File: config.mk
export PLATFORM = sky130hd
export DESIGN_NAME = simp_fun_stream
export DESIGN_NICKNAME = d
export VERILOG_FILES = /design/src/rtl/simp_fun_pkg.sv /design/src/rtl/simp_fun_alu.sv /design/src/rtl/simp_fun_stream.sv
export SDC_FILE = /design/constraint.sdc
export NUM_CORES = 1
export LEC_CHECK = 0
export ABC_AREA = 1
export CORE_MARGIN = 5
export CORE_UTILIZATION = 53
export DETAILED_ROUTE_END_ITERATION = 10
export HOLD_SLACK_MARGIN = 0.08
export PLACE_DENSITY = 0.74
export SLEW_MARGIN = 40
export SYNTH_ARGS = -nofsm -noshare
export SYNTH_HDL_FRONTEND = slang
export SYNTH_SLANG_ARGS = --single-unit
File: constraint.sdc
create_clock -name clk -period 12.4 [get_ports clk]
set_input_delay 1.24 -clock clk [delete_from_list [all_inputs] [get_ports clk]]
set_output_delay 1.24 -clock clk [all_outputs]
set_load 0.01 [all_outputs]
File: src/rtl/simp_fun_pkg.sv
// Shared types for the simp_fun streaming function block.
package simp_fun_pkg;

  localparam int unsigned OP_W      = 2;
  localparam int unsigned MAX_WIDTH = 64;

  typedef enum logic [OP_W-1:0] {
    ADD = 2'd0,
    SUB = 2'd1,
    MUL = 2'd2,
    MAC = 2'd3
  } op_t;

  // Packages cannot be parameterised, so data is sized for the widest supported WIDTH.
  typedef struct packed {
    logic [MAX_WIDTH-1:0] data;
    logic                 ovf;
  } result_t;

endpackage

File: src/rtl/simp_fun_alu.sv
// Combinational operator: ADD/SUB/MUL/MAC with overflow detect and optional clamping.
module simp_fun_alu
  import simp_fun_pkg::*;
#(
  parameter int unsigned WIDTH    = 16,
  parameter int unsigned SATURATE = 0
) (
  input  logic [WIDTH-1:0] a_in,
  input  logic [WIDTH-1:0] b_in,
  input  op_t              op_in,
  input  logic [WIDTH-1:0] acc_in,
  input  logic             acc_clr_in,
  output logic [WIDTH-1:0] result_out,
  output logic             ovf_out,
  output logic [WIDTH-1:0] acc_next_out
);

  logic [WIDTH:0]       sum_w;
  logic [2*WIDTH-1:0]   prod_w;
  logic [2*WIDTH:0]     mac_w;
  logic [WIDTH-1:0]     acc_base;
  logic [WIDTH-1:0]     raw;

  always_comb begin
    sum_w    = {1'b0, a_in} + {1'b0, b_in};
    prod_w   = {{WIDTH{1'b0}}, a_in} * {{WIDTH{1'b0}}, b_in};
    acc_base = acc_clr_in ? '0 : acc_in;
    mac_w    = {{(WIDTH+1){1'b0}}, acc_base} + {1'b0, prod_w};
    raw      = '0;
    ovf_out  = 1'b0;
    unique case (op_in)
      ADD: begin
        raw     = sum_w[WIDTH-1:0];
        ovf_out = sum_w[WIDTH];
      end
      SUB: begin
        raw     = a_in - b_in;
        ovf_out = (a_in < b_in);
      end
      MUL: begin
        raw     = prod_w[WIDTH-1:0];
        ovf_out = |prod_w[2*WIDTH-1:WIDTH];
      end
      MAC: begin
        raw     = mac_w[WIDTH-1:0];
        ovf_out = |mac_w[2*WIDTH:WIDTH];
      end
      default: ;
    endcase
    result_out = raw;
    if ((SATURATE != 0) && ovf_out) begin
      result_out = (op_in == SUB) ? '0 : '1;
    end
    acc_next_out = (op_in == MAC) ? result_out : acc_in;
  end

endmodule

File: src/rtl/simp_fun_stream.sv
// Pipelined two-operand function block with MAC accumulator and valid/ready backpressure.
module simp_fun_stream
  import simp_fun_pkg::*;
#(
  parameter int unsigned WIDTH    = 16,
  parameter int unsigned LATENCY  = 2,
  parameter int unsigned SATURATE = 0
) (
  input  logic              clk,
  input  logic              rst,
  input  logic              in_valid,
  output logic              in_ready,
  input  logic [WIDTH-1:0]  a_in,
  input  logic [WIDTH-1:0]  b_in,
  input  logic [OP_W-1:0]   op_in,
  input  logic              acc_clr_in,
  output logic              out_valid,
  input  logic              out_ready,
  output logic [WIDTH-1:0]  c_out,
  output logic              ovf_out
);

  localparam int unsigned NR = LATENCY - 1;

  logic             advance;
  logic             v1_q, v1_d;
  logic [WIDTH-1:0] a1_q, a1_d, b1_q, b1_d;
  op_t              op1_q, op1_d;
  logic             clr1_q, clr1_d;
  logic [WIDTH-1:0] acc_q, acc_d;

  logic             rv_q [NR];
  logic             rv_d [NR];
  logic [WIDTH-1:0] rd_q [NR];
  logic [WIDTH-1:0] rd_d [NR];
  logic             ro_q [NR];
  logic             ro_d [NR];

  logic [WIDTH-1:0] alu_res;
  logic             alu_ovf;
  logic [WIDTH-1:0] alu_acc_next;

  simp_fun_alu #(
    .WIDTH    (WIDTH),
    .SATURATE (SATURATE)
  ) u_alu (
    .a_in         (a1_q),
    .b_in         (b1_q),
    .op_in        (op1_q),
    .acc_in       (acc_q),
    .acc_clr_in   (clr1_q),
    .result_out   (alu_res),
    .ovf_out      (alu_ovf),
    .acc_next_out (alu_acc_next)
  );

  assign out_valid = rv_q[NR-1];
  assign c_out     = rd_q[NR-1];
  assign ovf_out   = ro_q[NR-1];
  assign in_ready  = advance;

  always_comb begin
    advance = !rv_q[NR-1] || out_ready;
    v1_d    = v1_q;
    a1_d    = a1_q;
    b1_d    = b1_q;
    op1_d   = op1_q;
    clr1_d  = clr1_q;
    acc_d   = acc_q;
    rv_d    = rv_q;
    rd_d    = rd_q;
    ro_d    = ro_q;
    if (advance) begin
      v1_d   = in_valid;
      a1_d   = a_in;
      b1_d   = b_in;
      op1_d  = op_t'(op_in);
      clr1_d = acc_clr_in;
      rv_d[0] = v1_q;
      rd_d[0] = alu_res;
      ro_d[0] = alu_ovf;
      for (int unsigned i = 1; i < NR; i++) begin
        rv_d[i] = rv_q[i-1];
        rd_d[i] = rd_q[i-1];
        ro_d[i] = ro_q[i-1];
      end
      // The accumulator commits only as a valid MAC beat leaves stage 1, so stalls cannot double-count.
      if (v1_q && (op1_q == MAC)) begin
        acc_d = alu_acc_next;
      end
    end
  end

  always_ff @(posedge clk) begin
    if (rst) begin
      v1_q   <= 1'b0;
      a1_q   <= '0;
      b1_q   <= '0;
      op1_q  <= ADD;
      clr1_q <= 1'b0;
      acc_q  <= '0;
      for (int unsigned i = 0; i < NR; i++) begin
        rv_q[i] <= 1'b0;
        rd_q[i] <= '0;
        ro_q[i] <= 1'b0;
      end
    end else begin
      v1_q   <= v1_d;
      a1_q   <= a1_d;
      b1_q   <= b1_d;
      op1_q  <= op1_d;
      clr1_q <= clr1_d;
      acc_q  <= acc_d;
      for (int unsigned i = 0; i < NR; i++) begin
        rv_q[i] <= rv_d[i];
        rd_q[i] <= rd_d[i];
        ro_q[i] <= ro_d[i];
      end
    end
  end

endmodule

==> results by group, run 1 <==
Run status
  – Status: complete, no violations

Setup path
  – Cell repeated most along the worst path: nand2_1
  – Setup crit end kind: register
  – Crit path DAT: roughly 8 ns
  – Startpoint types: register
  – Critical path class: register to register
  – CP max stage delay: 0.88 ns
  – Max stage delay cell, worst path: dfxtp_1
  – Crit-path max FO: 18
  – Worst Path Required: 12.65 ns

Power and ir drop
  – Pleak: 0.00893 µW
  – Tot Pwr: 1930 µW
  – Peak supply drop: 68.1 µV
  – Pwr dens: 119 nW/µm²

Drt
  – Vias per cell: 5.36
  – Per-cell routed wire length: between 15 and 20 µm
  – Initial DRC Count: 1,138
  – Remaining DRCs: 0
  – WL final: ~45,000 µm
  – Total number of vias: about 14,000
  – Pre-antenna DRT Iters: 6
  – Post-route ant nets: 0

Synth
  – Area contributors post-synth: fa_1 (26%), nand2_1 (15%), inv_1 (13%), ha_1 (13%), dfxtp_1 (9.3%)
  – Avg Inst Size Synth: between 6 and 7 µm²
  – Post-synth top area cell: fa_1
  – Syn Inst Count: approximately 2,300
  – Synth async-reset ratio: 0%
  – Post-synth top area share: a little over a quarter
  – Yosys reg bits: 70
  – Post-synth EDFFs: 0
  – Prevailing post-synth register cell: dfxtp_1
  – Yosys synthesis warning count: 0
  – Register area share after synthesis: 9.25%
  – Area of the mapped netlist: about 15,000 µm²
  – Syn Nets: 2,643
  – Cell variety after synth: 45

Timing
  – RSZ-0062 raised after global routing: false
  – Hold_ws: 0.466 ns
  – Fmax: approximately 130 MHz
  – Final Critical Period: 7.73 ns
  – Final setup fails: 0
  – Least-Margin Pin Slew: between 0.9 and 1 ns
  – Hold Violations, Final: 0
  – Setup_tns: 0 ns
  – Slew margin rel.: 39.7%
  – Max Slew Vio Count: 0
  – Clock skew: between 0.01 and 0.015 ns
  – Setup ws final: 4.67 ns
  – Final critical-path share of the clock period: 62.4%

Clock network
  – Clock Sinks: 70
  – CTS Hold Bufs: 0
  – CTS tree: yes
  – Root Driver: clkbuf_16
  – Maximum clock path buffer count: 2
  – H-tree levels: 3
  – Clk_lat worst skew: 0.35 ns
  – Clk slew on worst S/H paths: 0.07 ns
  – Inserted Clock Buffers: 9
  – Post-CTS resize count: 0
  – Setup bufs post-CTS: 0

Global route
  – GRT Total Usage: 28.8%
  – First-pass GRT wire length: 72,500 µm
  – Pin count of the biggest net entering global routing: 63
  – Vias in the first global route: 13,600
  – Initial antenna violation count: 0
  – Gr ovfl total: 0

Floorplan
  – I/O pins: 58
  – Die X: 179 µm
  – Starting Density: 54.1%
  – Core area: 28,000 µm²
  – Chip Height: around 180 µm
  – Full die area: 32,100 µm²
  – FP Rows: 61

Final layout
  – Synth-to-Final Area Change: 7.39%
  – Final Net Count: 2,628
  – Commonest non-fill, non-tap cell in the layout: nand2_1
  – Final Util: 58.1%
  – Most frequent cells in the layout: nand2_1 (600), inv_1 (528), fa_1 (197)
  – Share of layout cells above drive strength 1: 3.88%
  – Ant diodes: 0

Placement
  – Dpl hpwl: 37,300 µm
  – GP Congestion: between 0.9 and 1
  – IO buf count: 57
  – Post-place setup slack: between 4 and 5 ns

Min path
  – Hold Crit Class: register to register

Job
  – Max cap viols: 0
-- worst max-delay path, delay by kind of cell (launching register included) --
kind	cells	cell delay, ns
AO/OA/AOI/OAI	1	0.15
AND/OR/NAND/NOR	18	1.87
adder cells (fa/ha/maj)	9	3.91
XOR/XNOR	1	0.20
buffers and inverters	8	0.63
flip-flops	1	0.88
-- cell usage after synthesis, drive strengths merged (9+ instances only) --
library cell	number
nor2	146
inv	534
nand2	620
clkbuf	94
nand4	24
ha	152
a211oi	9
nand3	82
o21ai	107
dfxtp	70
xor2	23
fa	197
a21oi	110
-- sequential cells by signal (all words and copies together) (netlist names) --
name and flops:
op1_q 2, ovf_out 1, clr1_q 1, a1_q 16
out_valid 1, b1_q 16, v1_q 1, c_out 16
acc_q 16
-- per-layer routing --
layer,part of all wire [%],wire (µm),up-vias,GRT usage (%)
li1,-,-,6761,-
met1,44,19600,6639,40.5
met2,46,20900,574,46.8
met3,8.0,3620,77,5.10
met4,2.2,981,0,5.60
met5,0,0,-,0
-- metrics by stage --
stage          std cells  area (µm²)
3_5_place_dp        2607       15900
3_3_place_gp        2607       15900
6_report            2623       16300
4_1_cts             2623       16300
2_1_floorplan       2255       15100
5_1_grt             2623       16300
-- logic make-up (layout without fill, tap and decap cells) --
logic type                 after synthesis  after routing  synth area share (%)
DFF                                     70             70                  9.25
xor gates and xnor gates                28             28                  1.62
adders and majority gates              349            349                  38.6
AOI/OAI and AO/OA                      268            268                  9.80
and+or+nand+nor                        908            908                  25.0
buffers and inverters                  632            622                  15.7
-- power by group --
part	internal, µW	switching [µW]	leakage (µW)	total (µW)
combinational	463	879	0.00819	1340
sequential	244	46.8	0.000580	291
clock	180	122	0.000159	302
-- cell type report --
class	instances	area, µm²
Sequential cell	70	1410
Multi-Input combinational cell	1553	11400
Tap cell	378	473
Clock inverter	7	105
Clock buffer	9	225
Timing Repair Buffer	69	661
Inverter	537	2020
Fill cell	2708	11700
-- final timing paths --
check | start | to | slack, ns | depth (start not counted)
min | acc_q[1]$_SDFFE_PP0P_ | acc_q[1]$_SDFFE_PP0P_ | 0.47 | 2
max reg2reg | a1_q[6]$_SDFFE_PP0N_ | ovf_out$_SDFFE_PP0N_ | 4.67 | 37
max | a1_q[6]$_SDFFE_PP0N_ | ovf_out$_SDFFE_PP0N_ | 4.67 | 37
min reg2reg | acc_q[1]$_SDFFE_PP0P_ | acc_q[1]$_SDFFE_PP0P_ | 0.47 | 2
Note: power is estimated with default switching activity, not from simulation.
==> run 2: changes to the inputs <==
- PLACE_DENSITY: 0.74 -> 0.77
- clock period: 12.4 -> 6.9 ns (I/O delays scaled with it)
==> run 2 against run 1 <==
Against the previous run: the run now ends with setup timing left; wire length increased by 4.8%; clock power increased by 100%; design area increased by 10%; sequential power increased by 67%; total power increased by 120%; non-clock buffer count increased by 157; utilization increased by 6.0 points; critical path depth decreased by 1; sequential share of layout area decreased by 0.59 points; sequential cell count unchanged; register-to-register slack got worse by 4.8 ns; die area unchanged; critical endpoint unchanged; largest cell class unchanged.
==> results by group, run 2 (synthesis results as in run 1) <==
Global route
  – Initial antenna violation count: 0
  – GRT Total Usage: 29.7%
  – Pin count of the biggest net entering global routing: 63
  – Gr ovfl total: 0
  – Vias in the first global route: around 15,000
  – First-pass GRT wire length: ~75,000 µm

Min path
  – Hold path startpoint: acc_q[1]$_SDFFE_PP0P_
  – Hold Crit Class: register to register

Clock network
  – CTS tree: yes
  – Clk slew on worst S/H paths: 0.07 ns
  – Inserted Clock Buffers: 9
  – Root Driver: clkbuf_16
  – Clk_lat worst skew: 0.34 ns
  – Maximum clock path buffer count: 2
  – Clock Sinks: 70
  – H-tree levels: 3
  – CTS Hold Bufs: 0

Timing
  – Final setup fails: 1
  – Least-Margin Pin Slew: slightly above 0.7 ns
  – Setup ws final: -0.104 ns
  – Max Slew Vio Count: 0
  – Slew margin rel.: between 50 and 60%
  – RSZ-0062 raised after global routing: true
  – Hold Violations, Final: 0
  – Final critical-path share of the clock period: 102%
  – Clock skew: 0.00835 ns
  – Final Critical Period: 7.00 ns
  – Fmax: 143 MHz

Final layout
  – Fillers: 2,479
  – Area of the multi-input gates: 11,700 µm²
  – Commonest non-fill, non-tap cell in the layout: nand2_1
  – Share of layout cells above drive strength 1: 13.2%
  – Final Net Count: 2,785
  – Final Util: between 60% and 70%
  – Synth-to-Final Area Change: 18.4%
  – Most frequent cells in the layout: nand2_1 (590), inv_1 (525), fa_1 (195)
  – Ant diodes: 0
  – Register area: 1450 µm²

Floorplan
  – I/O pins: 58
  – Full die area: 32,100 µm²
  – Core area: 28,000 µm²
  – Chip Height: ~180 µm
  – FP Rows: 61
  – Die X: 179 µm
  – Starting Density: 54.1%

Setup path
  – Worst Path Required: just over 7 ns
  – CP max stage delay: 0.52 ns
  – Crit path DAT: between 7 and 8 ns
  – Crit-path max FO: 7
  – FF-to-FF Start: a1_q[6]$_SDFFE_PP0N_
  – Max stage delay cell, worst path: fa_1
  – Setup crit end kind: register
  – Startpoint types: register
  – Critical path class: register to register
  – Critical path launch point: a1_q[6]$_SDFFE_PP0N_

Power and ir drop
  – Tot Pwr: 4190 µW
  – Pwr dens: 234 nW/µm²
  – Pleak: a little under 0.01 µW
  – Peak supply drop: 172 µV

Run status
  – Status: finished, violations left
  – Failing checks: setup timing

Placement
  – GP Congestion: 0.965
  – IO buf count: 57
  – Dpl hpwl: 39,900 µm

Job
  – Max cap viols: 0

Drt
  – Per-cell routed wire length: ~17 µm
  – Total number of vias: 14,800
  – WL final: 47,200 µm
  – Initial DRC Count: ~1,300
  – Pre-antenna DRT Iters: 5
  – Remaining DRCs: 0
  – Post-route ant nets: 0
  – Vias per cell: 5.33
run 2: cell count changes in the layout (fill, tap and decap cells not counted), sizes merged:
cell      previous run  this run
clkinvlp             1         0
clkinv               4         6
buf                 12       169
bufinv               2         4
inv                537       534
run 2: area by class of cell:
class | instances | area share [%]
well taps | 378 | 2.64
flip-flops and latches | 70 | 8.06
inverters | 537 | 11.2
repair buffers | 226 | 10.5
multi-input cells | 1553 | 65.5
clock buffers | 9 | 1.26
clock inverters | 7 | 0.816
run 2: routing by layer:
metal	global-route usage (%)	vias up	wire (µm)
li1	-	7054	-
met1	42.0	7044	20100
met2	48.0	640	21800
met3	4.53	89	4050
met4	7.07	0	1290
met5	0	-	0
run 2: through the flow:
| stage | hold WS, ns | cells | setup slack, ns | setup TNS (ns) | cell area (µm²) |
|---|---|---|---|---|---|
| 3_3_place_gp | 0.463 | 2757 | -0.134 | -0.134 | 17100 |
| 3_5_place_dp | 0.464 | 2757 | -0.128 | -0.128 | 17100 |
| 5_1_grt | 0.497 | 2780 | -0.412 | -0.645 | 17900 |
| 2_1_floorplan | 0.434 | 2255 | 0.00460 | 0 | 15100 |
| 4_1_cts | 0.476 | 2774 | 0.00160 | 0 | 17500 |
| 6_report | 0.482 | 2780 | -0.104 | -0.104 | 17900 |
run 2: repair_timing:
| item | CTS | global route |
|---|---|---|
| gates resized for setup | 22 | 86 |
| pin swaps | 6 | 27 |
| endpoints found under the setup margin | 3 | 11 |
| setup buffers | 1 | 6 |
run 2: final timing paths:
| check | slack, ns | end | depth (start not counted) |
|---|---|---|---|
| worst max-delay path | -0.10 | ovf_out$_SDFFE_PP0N_ | 36 |
| worst min-delay path | 0.48 | acc_q[1]$_SDFFE_PP0P_ | 2 |
| worst max register to register | -0.10 | ovf_out$_SDFFE_PP0N_ | 36 |
| worst min register to register | 0.48 | acc_q[1]$_SDFFE_PP0P_ | 2 |
run 2: critical path, delay by kind of cell (launching register included):
kind	cells	cell delay, ns
buffers and inverters	8	0.61
and+or+nand+nor	16	1.55
adders and majority gates	9	3.86
AOI/OAI and AO/OA	2	0.28
DFF	1	0.37
xor gates and xnor gates	1	0.23
run 2: report_power, final:
group	internal, µW	switching (µW)	leakage [µW]
logic	1270	1830	0.00903
clock network	392	213	0.000180
registers	440	45.5	0.000587
total	2110	2090	0.00980
==> run 3: changes to the inputs <==
- CELL_PAD_IN_SITES_DETAIL_PLACEMENT: unset -> 0
- CELL_PAD_IN_SITES_GLOBAL_PLACEMENT: unset -> 1
- CORE_UTILIZATION: 53 -> 47
- PLACE_DENSITY: 0.77 -> 0.87
- clock period: 6.9 -> 7.8 ns (I/O delays scaled with it)
==> run 3 against run 2 <==
Against the previous run: largest cell class unchanged; the run now ends clean; non-clock buffer count down 127; worst setup slack better by 0.54 ns; fmax down 4.9%; total power down 26%; critical path depth up 3; critical endpoint unchanged; wire length down 0.12%; sequential power down 10%.
==> results by group, run 3 (synthesis results as in run 1) <==
Global route
  – Initial antenna violation count: 0
  – GRT Total Usage: a little over a quarter
  – Pin count of the biggest net entering global routing: 66
  – GR Util met3: ~3.8%
  – Met1 Use GR: 38.0%
  – GR Util met2: 43.1%
  – Gr ovfl total: 0
  – Vias in the first global route: ~14,000
  – First-pass GRT wire length: 75,400 µm
  – Gr busiest metal: met2

Final layout
  – Synth-to-Final Area Change: 9.50%
  – Area of the multi-input gates: 11,400 µm²
  – Ant diodes: 0
  – Commonest non-fill, non-tap cell in the layout: nand2_1
  – Non-filler cells, final: 2,677
  – Share of layout cells above drive strength 1: 6.02%
  – Register area: between 1000 and 1500 µm²
  – Final Net Count: 2,658
  – Fillers: 3,191
  – Most frequent cells in the layout: nand2_1 (599), inv_1 (528), fa_1 (197)

Setup path
  – Worst reg2reg endpoint: ovf_out$_SDFFE_PP0N_
  – Max stage delay cell, worst path: fa_1
  – Critical path class: register to register
  – Reg-to-reg setup timing slack: ~0.44 ns
  – Cell repeated most along the worst path: nand2_1
  – CP Buf/Inv Count: 9
  – Worst Path Required: 8.05 ns
  – Crit-path max FO: 12
  – Setup crit end kind: register
  – Startpoint types: register
  – Worst r2r path cells: 39
  – CP delay by family, top: adder cells
  – Crit path DAT: 7.62 ns
  – FF-to-FF Start: a1_q[9]$_SDFFE_PP0N_
  – CP max stage delay: 0.55 ns

Timing
  – Clock skew: around 0.0091 ns
  – Final setup fails: 0
  – Slew margin rel.: 43.0%
  – Hold Violations, Final: 0
  – Fmax: 136 MHz
  – Least-Margin Pin Slew: 0.854 ns
  – Setup_tns: 0 ns
  – Max Slew Vio Count: 0
  – Final Critical Period: 7.36 ns
  – Hold_ws: 0.472 ns
  – RSZ-0062 raised after global routing: false
  – Final critical-path share of the clock period: 94.4%

Clock network
  – Root Driver: clkbuf_16
  – Clk slew on worst S/H paths: 0.06 ns
  – H-tree levels: 3
  – Inserted Clock Buffers: 9
  – CTS tree: yes
  – CTS Hold Bufs: 0
  – Setup bufs post-CTS: 0
  – Clock Sinks: 70
  – Clk_lat worst skew: 0.36 ns
  – Maximum clock path buffer count: 2

Power and ir drop
  – Pleak: 0.00909 µW
  – NetSw: 1680 µW
  – Peak supply drop: 147 µV
  – Pwr dens: about 190 nW/µm²
  – Clock share of power: between 10% and 20%
  – Combinational Power Share: between 70% and 80%
  – Switching share of power: 53.8%
  – Int Pwr: 1440 µW
  – Seq pwr share: 14.0%

Placement
  – IO buf count: 57
  – Dpl hpwl: 40,200 µm
  – GP Congestion: 0.972
  – Placed Cells: 2,661

Run status
  – Status: complete, no violations

Drt
  – Initial DRC Count: 940
  – Per-cell routed wire length: 17.6 µm
  – WL final: 47,200 µm
  – Vias per cell: 5.20
  – Pre-antenna DRT Iters: 6
  – Total number of vias: 13,900
  – Remaining DRCs: 0
  – Post-route ant nets: 0

Min path
  – Hold path cells: 2
  – Hold Crit Class: register to register
  – Worst-case hold path end point: acc_q[1]$_SDFFE_PP0P_
  – Hold path startpoint: acc_q[1]$_SDFFE_PP0P_

Floorplan
  – Full die area: 35,900 µm²
  – Chip Height: around 190 µm
  – Die X: 190 µm
  – Starting Density: 47.7%
  – FP Rows: 65
  – Core area: 31,700 µm²
  – I/O pins: 58

Job
  – Max cap viols: 0
run 3: cell types whose count changed in the layout (fill, tap and decap cells not counted), moves of 4 or more:
cell	delta
ha_4	-8
ha_2	-4
buf_6	-7
ha_1	+12
dfxtp_1	+10
nand2_1	+9
dfxtp_2	-5
dfxtp_4	-5
nand2_4	-4
buf_4	-118
xor2_1	+5
nand2_2	-5
run 3: stage by stage:
step / setup slack, ns / total power, µW / instance area, µm² / util, %
after global routing: 0.00120 / 3420 / 16600 / 52.3
after floorplan: 0.887 / 1970 / 15100 / -
final: 0.436 / 3120 / 16600 / 52.3
after CTS: 0.184 / 3090 / 16500 / 52.1
after detailed placement: 0.223 / 2590 / 16200 / 51.0
after global placement: 0.151 / 2590 / 16200 / 51.0
run 3: how the worst max path moves through the flow:
stage,startpoint,endpoint,slack (ns),cells past startpoint
after detailed placement,a1_q[5]$_SDFFE_PP0N_,ovf_out$_SDFFE_PP0N_,0.22,38
final,a1_q[9]$_SDFFE_PP0N_,ovf_out$_SDFFE_PP0N_,0.44,39
after CTS,a1_q[5]$_SDFFE_PP0N_,ovf_out$_SDFFE_PP0N_,0.18,38
after global placement,b1_q[2]$_SDFFE_PP0N_,ovf_out$_SDFFE_PP0N_,0.15,37
after global routing,b1_q[4]$_SDFFE_PP0N_,ovf_out$_SDFFE_PP0N_,0.001,40
after floorplan,a1_q[10]$_SDFFE_PP0N_,ovf_out$_SDFFE_PP0N_,0.89,38
run 3: power groups by stage:
stage | Sequential, µW | Clock [µW] | Combinational [µW]
final | 437 | 474 | 2210
after detailed placement | 442 | 0 | 2150
after global routing | 441 | 493 | 2490
after CTS | 434 | 478 | 2180
after global placement | 441 | 0 | 2140
after floorplan | 417 | 0 | 1550
run 3: worst register-to-register path, delay by kind of cell, from the launching register on:
family        cells  cell delay [ns]
fa+ha+maj         8             3.79
simple gates     21             2.26
buf+inv           9             0.66
flops             1             0.36
xor+xnor          1             0.20
run 3: final cells by class:
cell class / count / share of cell area (%)
well taps: 402 / 3.03
multi-input cells: 1553 / 68.9
clock inverters: 6 / 0.558
clock buffers: 10 / 1.44
flip-flops and latches: 70 / 8.57
repair buffers: 99 / 5.34
inverters: 537 / 12.2
run 3: repair_timing:
action | in CTS | in global routing
endpoints found under the hold margin | 0 | 0
setup endpoints to repair | 0 | 1
gates resized for setup | 0 | 24
run 3: layer usage:
layer  part of all wire [%]  wire length (µm)
met3                    5.7              2690
met1                     46             21900
met2                     46             21800
met4                    1.8               843
met5                      0                 0
